<file path="src/rtl/load_store_unit.sv">
`default_nettype none
// ============================================================================
//  Module      : load_store_unit
//  Description : Initiator side of a word-indexed data-memory interface.
//                Accepts byte/half/word loads and stores on a valid/ready
//                handshake. Sub-word stores use read-modify-write, loads are
//                sign- or zero-extended, and misaligned or out-of-range
//                requests return an error without touching memory.
//  Revision    : 1.0 - initial release
// ============================================================================
module load_store_unit #(
  parameter int ADDR_W = 5
) (
  input  logic              clk,
  input  logic              rst_n,
  input  logic              req_valid,
  output logic              req_ready,
  input  logic              req_we,
  input  logic [1:0]        req_size,
  input  logic              req_signed,
  input  logic [31:0]       req_addr,
  input  logic [31:0]       req_wdata,
  output logic              resp_valid,
  output logic [31:0]       resp_rdata,
  output logic              resp_err,
  output logic              mem_read,
  output logic              mem_write,
  output logic [ADDR_W-1:0] mem_addr,
  output logic [31:0]       mem_wdata,
  input  logic [31:0]       mem_rdata
);

  // Number of byte-address bits that fall inside the memory.
  localparam int BYTE_AW = ADDR_W + 2;

  localparam logic [1:0] SIZE_BYTE = 2'b00;
  localparam logic [1:0] SIZE_HALF = 2'b01;
  localparam logic [1:0] SIZE_WORD = 2'b10;

  typedef enum logic [2:0] {
    ST_IDLE    = 3'd0,
    ST_READ    = 3'd1,
    ST_CAPTURE = 3'd2,
    ST_WRITE   = 3'd3,
    ST_RESP    = 3'd4
  } state_t;

  state_t               state_q, state_d;
  logic [BYTE_AW-1:0]   addr_q, addr_d;
  logic [1:0]           size_q, size_d;
  logic                 we_q, we_d;
  logic                 signed_q, signed_d;
  logic [31:0]          wdata_q, wdata_d;   // store data, later the merged word
  logic [31:0]          rdata_q, rdata_d;   // extended load result
  logic                 err_q, err_d;

  logic                 req_err;
  logic [7:0]           lane_byte;
  logic [15:0]          lane_half;
  logic [31:0]          load_value;
  logic [31:0]          merged_word;

  // Reject illegal size, misalignment, or any address bit above the memory.
  always_comb begin
    req_err = 1'b0;
    if (req_size == 2'b11) req_err = 1'b1;
    if (req_size == SIZE_HALF && req_addr[0]) req_err = 1'b1;
    if (req_size == SIZE_WORD && req_addr[1:0] != 2'b00) req_err = 1'b1;
    if ((req_addr >> BYTE_AW) != 32'd0) req_err = 1'b1;
  end

  // Select the addressed lane of the returned word and extend it.
  always_comb begin
    lane_byte = 8'h00;
    case (addr_q[1:0])
      2'd0: lane_byte = mem_rdata[7:0];
      2'd1: lane_byte = mem_rdata[15:8];
      2'd2: lane_byte = mem_rdata[23:16];
      2'd3: lane_byte = mem_rdata[31:24];
      default: lane_byte = 8'h00;
    endcase
    lane_half = addr_q[1] ? mem_rdata[31:16] : mem_rdata[15:0];
    case (size_q)
      SIZE_BYTE: load_value = {{24{signed_q & lane_byte[7]}}, lane_byte};
      SIZE_HALF: load_value = {{16{signed_q & lane_half[15]}}, lane_half};
      default:   load_value = mem_rdata;
    endcase
  end

  // Insert the new byte/half into the old word, leaving other lanes intact.
  always_comb begin
    merged_word = mem_rdata;
    if (size_q == SIZE_BYTE) begin
      case (addr_q[1:0])
        2'd0: merged_word[7:0]   = wdata_q[7:0];
        2'd1: merged_word[15:8]  = wdata_q[7:0];
        2'd2: merged_word[23:16] = wdata_q[7:0];
        2'd3: merged_word[31:24] = wdata_q[7:0];
        default: merged_word = mem_rdata;
      endcase
    end else begin
      if (addr_q[1]) merged_word[31:16] = wdata_q[15:0];
      else           merged_word[15:0]  = wdata_q[15:0];
    end
  end

  // Next-state and request-register update.
  always_comb begin
    state_d  = state_q;
    addr_d   = addr_q;
    size_d   = size_q;
    we_d     = we_q;
    signed_d = signed_q;
    wdata_d  = wdata_q;
    rdata_d  = rdata_q;
    err_d    = err_q;
    case (state_q)
      ST_IDLE: begin
        if (req_valid) begin
          addr_d   = req_addr[BYTE_AW-1:0];
          size_d   = req_size;
          we_d     = req_we;
          signed_d = req_signed;
          wdata_d  = req_wdata;
          rdata_d  = 32'd0;
          err_d    = req_err;
          if (req_err)                           state_d = ST_RESP;
          else if (req_we && req_size == SIZE_WORD) state_d = ST_WRITE;
          else                                   state_d = ST_READ;
        end
      end
      ST_READ: state_d = ST_CAPTURE;
      ST_CAPTURE: begin
        if (we_q) begin
          wdata_d = merged_word;
          state_d = ST_WRITE;
        end else begin
          rdata_d = load_value;
          state_d = ST_RESP;
        end
      end
      ST_WRITE: state_d = ST_RESP;
      ST_RESP:  state_d = ST_IDLE;
      default:  state_d = ST_IDLE;
    endcase
  end

  // State and request registers, cleared asynchronously.
  always_ff @(posedge clk or negedge rst_n) begin
    if (!rst_n) begin
      state_q  <= ST_IDLE;
      addr_q   <= '0;
      size_q   <= 2'b00;
      we_q     <= 1'b0;
      signed_q <= 1'b0;
      wdata_q  <= 32'd0;
      rdata_q  <= 32'd0;
      err_q    <= 1'b0;
    end else begin
      state_q  <= state_d;
      addr_q   <= addr_d;
      size_q   <= size_d;
      we_q     <= we_d;
      signed_q <= signed_d;
      wdata_q  <= wdata_d;
      rdata_q  <= rdata_d;
      err_q    <= err_d;
    end
  end

  // Moore outputs decoded from state and the registered request.
  always_comb begin
    req_ready  = (state_q == ST_IDLE);
    resp_valid = (state_q == ST_RESP);
    resp_rdata = (state_q == ST_RESP) ? rdata_q : 32'd0;
    resp_err   = (state_q == ST_RESP) & err_q;
    mem_read   = (state_q == ST_READ);
    mem_write  = (state_q == ST_WRITE);
    mem_addr   = (state_q == ST_READ || state_q == ST_WRITE)
                 ? addr_q[BYTE_AW-1:2] : '0;
    mem_wdata  = (state_q == ST_WRITE) ? wdata_q : 32'd0;
  end

endmodule
`default_nettype wire

</file>
<file path="config.mk">
export PLATFORM = sky130hd
export DESIGN_NAME = load_store_unit
export DESIGN_NICKNAME = d
export VERILOG_FILES = /design/src/rtl/load_store_unit.sv
export SDC_FILE = /design/constraint.sdc
export NUM_CORES = 1
export LEC_CHECK = 0
export CAP_MARGIN = 0
export CORE_ASPECT_RATIO = 0.7
export CORE_MARGIN = 2
export CORE_UTILIZATION = 40
export CTS_CLUSTER_DIAMETER = 120
export DETAILED_ROUTE_END_ITERATION = 7
export DONT_BUFFER_PORTS = 1
export PLACE_DENSITY = 0.6
export SLEW_MARGIN = 20
export SYNTH_ARGS = -nofsm -noshare
export SYNTH_HDL_FRONTEND = slang
export SYNTH_SLANG_ARGS = --single-unit
</file>
<file path="constraint.sdc">
create_clock -name clk -period 3.4 [get_ports clk]
set_input_delay 0.68 -clock clk [delete_from_list [all_inputs] [get_ports clk]]
set_output_delay 0.68 -clock clk [all_outputs]
set_load 0.02 [all_outputs]
</file>
# == Yosys cells after proc, flatten, opt, wreduce, memory -nomap -nowiden ==
# Cells that the tools add are included.
# op_classes
n_reduce_logical,15
muxes,28
n_bitwise,3
n_eq_ne,16
# op_table
op,n
$mux W32,7
$pmux W32 S2,3
$mux W16,3
$mux W8,4
$pmux W8 S4,1
$reduce_bool A32 Y1,1
$pmux W3 S4,1
$mux W3,3
$eq A2 B2 Y1 const B,4
$eq A2 B1 Y1 const B,3
$eq A3 B2 Y1 const B,2
$ne A2 B2 Y1 const B,3
$ne A3 B3 Y1 const B,2
$reduce_and A3 Y1,2
$mux W5,1
$reduce_and A5 Y1,1
$logic_not A2 Y1,2
$mux W1,4
$reduce_and A4 Y1,1
$reduce_bool A2 Y1,2
$and A1 B1 Y1,3
$eq A3 B1 Y1 const B,1
$eq A3 B3 Y1 const B,1
$logic_and A1 B1 Y1,3
other kinds (4),4
# totals
out_inout_bits,74
input_bits,103
elab_cells,72
regBits,79

# == Depth between registers and ports, before layout ==
# logic_depth
ltp_word,8
depth_mapped,7
depth_no_buf,4

# == Least setup slack after synthesis ==
# OpenSTA, ideal clock, no wires.
# synth_path
path_type,flip-flop to output port
from,register state_q[0]
to,output port mem_read
path_stages_with_launch,6
n_path_buf,3
t_arrival_ps,1416
required_ps,2720
setup_slack_ps,1304
path_cell_list,dfrtp_1 buf_6 nor2b_1 clkbuf_1 clkbuf_1 nor2b_1
# synth_via
elab_chain_len,1
# synth_lines
item,line,rtl
"start, declared",48,"state_t state_q, state_d;"
"start signal, assigned",160,state_q <= state_d;
$eq A3 B1 Y1,177,mem_read = (state_q == ST_READ);
"end, declared",26,"output logic mem_read,"
# No other way between the ends.

# == Worst setup path in the final report ==
# Ends and elaborated chain as after synthesis.

==> results.md <==
* Sequential element share of the synthesized area at 41.3%
* Core ar. at 11,700 sq um
* CP Capture Type: output port
* Vias in the first global route at 3,871
* Post-CTS Resized at 0
* Via density at 6.29
* Vias at 4,052
* Area grow syn2layout at 7.93%
* Reg2reg end: wdata_q[11]$_DFFE_PN0P_
* CTS max path bufs at 2
* Port bufs at 0
* MaxCap Viol Count at 0
* Setup CP Type: reg2out
* DR WL/cell at 23.8 um
* Depth of the CTS H-tree at 3
* Initial antenna violation count at 0
* Grt ovf at 0
* Initial Util at 40.9%
* Worst VDD drop at 0.270 mV
* Top cell type by total area after synthesis: dfrtp_1
* Worst endpoint required time at 2.72 ns
* Routed Antenna Nets at 0
* TritonCTS buffer count at 9
* Rel. slew slack at 35.6%
* Die Y at 95.5 um
* DRC at 0
* Syn_area_per_cell at 9.40 sq um
* CTS Sinks at 79
* Hold slack at 0.0292 ns
* Final hold violation count at 0
* Clock root buffer: clkbuf_16
* Ports at 177
* Synth unique cells at 51
* Highest fanout seen on the critical path at 39
* Pre-CTS setup slack at 1.03 ns
* Setup Fix Bufs, Post-CTS at 0
* Final WL at 15,300 um
* Worst setup slack after layout at 0.865 ns
* CTS tree: built
* Drt pass-1 iters at 4
* Synthesized area at 4780 sq um
* # rows at 33
* Sum Neg Setup Slack at 0 ns
* Die W at 135 um
* Detailed Place HPWL at 11,600 um
* GRT Total Usage at 23.9%
* Hold WC Path Type: in2async
* Worst Clk Skew at 0.00846 ns
* RSZ-0062 raised after global routing: false
* Min Clock Period, post-route at 2.53 ns
* Asr flop ratio synth at 100%
* Crit path DAT at 1.85 ns
* CTS hold repair buffers at 0
* Area contributors post-synth: dfrtp_1 (41%), and3_1 (8.5%), mux2i_1 (6.7%)
* Starting DRC count in detailed routing at 295
* Main synth FF type: dfrtp_1
* Startpoint Class: register
* Cells after synthesis at 509
* Reg2reg path depth at 4
* Later-pin clock latency in the skew report at 0.34 ns
* Mapped Nets at 612
* Largest net degree at the start of global routing at 80
* Worst Tran Pin Value at 0.964 ns
* Setup violators final at 0
* Worst flop-to-flop path startpoint: state_q[1]$_DFFE_PN0P_
* Status: finished, final reports clean
* Ys Warns at 0
* Final net count at 585
* First-pass GRT wire length at 23,200 um
* Period utilisation layout at 74.5%
* Antenna Cells at 0
* Most common cell after layout, fill and taps aside: dfrtp_1
* R2r setup slk at 1.00 ns
* Final RePlAce weighted congestion at 0.959
* Max Transition Viols Final at 0
* Clock Pin Slew Worst Setup and Hold Paths at 0.06 ns
* EDFF count, synth at 0
* Most frequent cells in the layout: dfrtp_1 (79), and3_1 (65), nand2_1 (62), mux2i_1 (32), o21ai_0 (30)
* Fmax at 0.395 GHz
* Lkg Pwr at 2.41 nW
* Power Dens Cells at 487 nW/um^2
* Synth top area share at 41.3%
* FF+latch count, synth at 79
* Layout cell share with drive strength beyond 1 at 12.7%
* Die area at 12,900 sq um
## registers in the layout, summed over array words and instances, names as in the netlist
register  count
addr_q        7
err_q         1
rdata_q      32
signed_q      1
size_q        2
state_q       3
wdata_q      32
we_q          1
## per-layer routing
metal | track usage (%) | up-vias | part of all wire [%]
met5 | 0 | - | 0
li1 | - | 1846 | -
met4 | 5.88 | 0 | 1.1
met1 | 32.5 | 2014 | 44
met3 | 8.13 | 17 | 10
met2 | 36.8 | 175 | 45
## per-stage QoR
step | utilization (%) | cells | area (sq um) | total power [mW]
floorplan | - | 509 | 4780 | 1.39
global placement | 41.5 | 628 | 4850 | 1.48
detailed placement | 41.5 | 628 | 4850 | 1.49
CTS | 44.2 | 644 | 5160 | 2.52
global route | 44.2 | 644 | 5160 | 2.62
finish | 44.2 | 644 | 5160 | 2.51
## power by group
| part | total, mW | internal (mW) | leakage (nW) | switching, mW |
|---|---|---|---|---|
| registers | 1.12 | 1.02 | 1.02 | 0.106 |
| clock network | 1.03 | 0.640 | 0.148 | 0.390 |
| logic | 0.360 | 0.161 | 1.24 | 0.198 |
## cell usage after synthesis (4+ instances only)
master / instances
buf_2: 12
nor2_1: 23
mux2i_1: 32
a221oi_1: 7
o22ai_1: 14
nor2b_1: 5
nand2_1: 62
dfrtp_1: 79
a211o_1: 8
clkbuf_1: 30
mux2_2: 24
a211oi_1: 10
and3_1: 65
nand2b_1: 4
nor4_1: 5
o21ai_0: 30
a21o_1: 8
o221ai_1: 8
nor3_1: 5
a21oi_1: 6
a221o_1: 16
o211ai_1: 8
and2_1: 8
## layout make-up
type / count / area, sq um
timing repair buffer: 12 / 90.1
inverter: 2 / 7.51
clock buffer: 10 / 229
multi-input combinational: 378 / 2580
clock inverter: 6 / 85.1
fill: 1118 / 6520
sequential: 79 / 1980
tap: 157 / 196
## kinds of logic after synthesis
logic type,share of synthesized area (%)
DFF,41.3
AOI/OAI and AO/OA,19.8
muxes,12.3
buffers and inverters,5.10
and+or+nand+nor,21.4
## worst max-delay path: stages, from the launching register on
cell and delay [ns]:
dfrtp_1 0.56, nor2b_2 0.21, buf_4 0.30, nor2b_1 0.45
## worst max-delay path by stage
stage	start	endpoint	slack, ns	depth (start not counted)
finish	state_q[0]$_DFFE_PN0P_	mem_read	0.87	3
global route	state_q[0]$_DFFE_PN0P_	mem_read	0.76	3
CTS	state_q[0]$_DFFE_PN0P_	mem_read	0.85	3
detailed placement	state_q[1]$_DFFE_PN0P_	wdata_q[11]$_DFFE_PN0P_	1.03	4
global placement	state_q[1]$_DFFE_PN0P_	wdata_q[12]$_DFFE_PN0P_	1.14	4
floorplan	state_q[0]$_DFFE_PN0P_	mem_read	1.30	5
No activity file was read; power rests on OpenSTA's default activity.
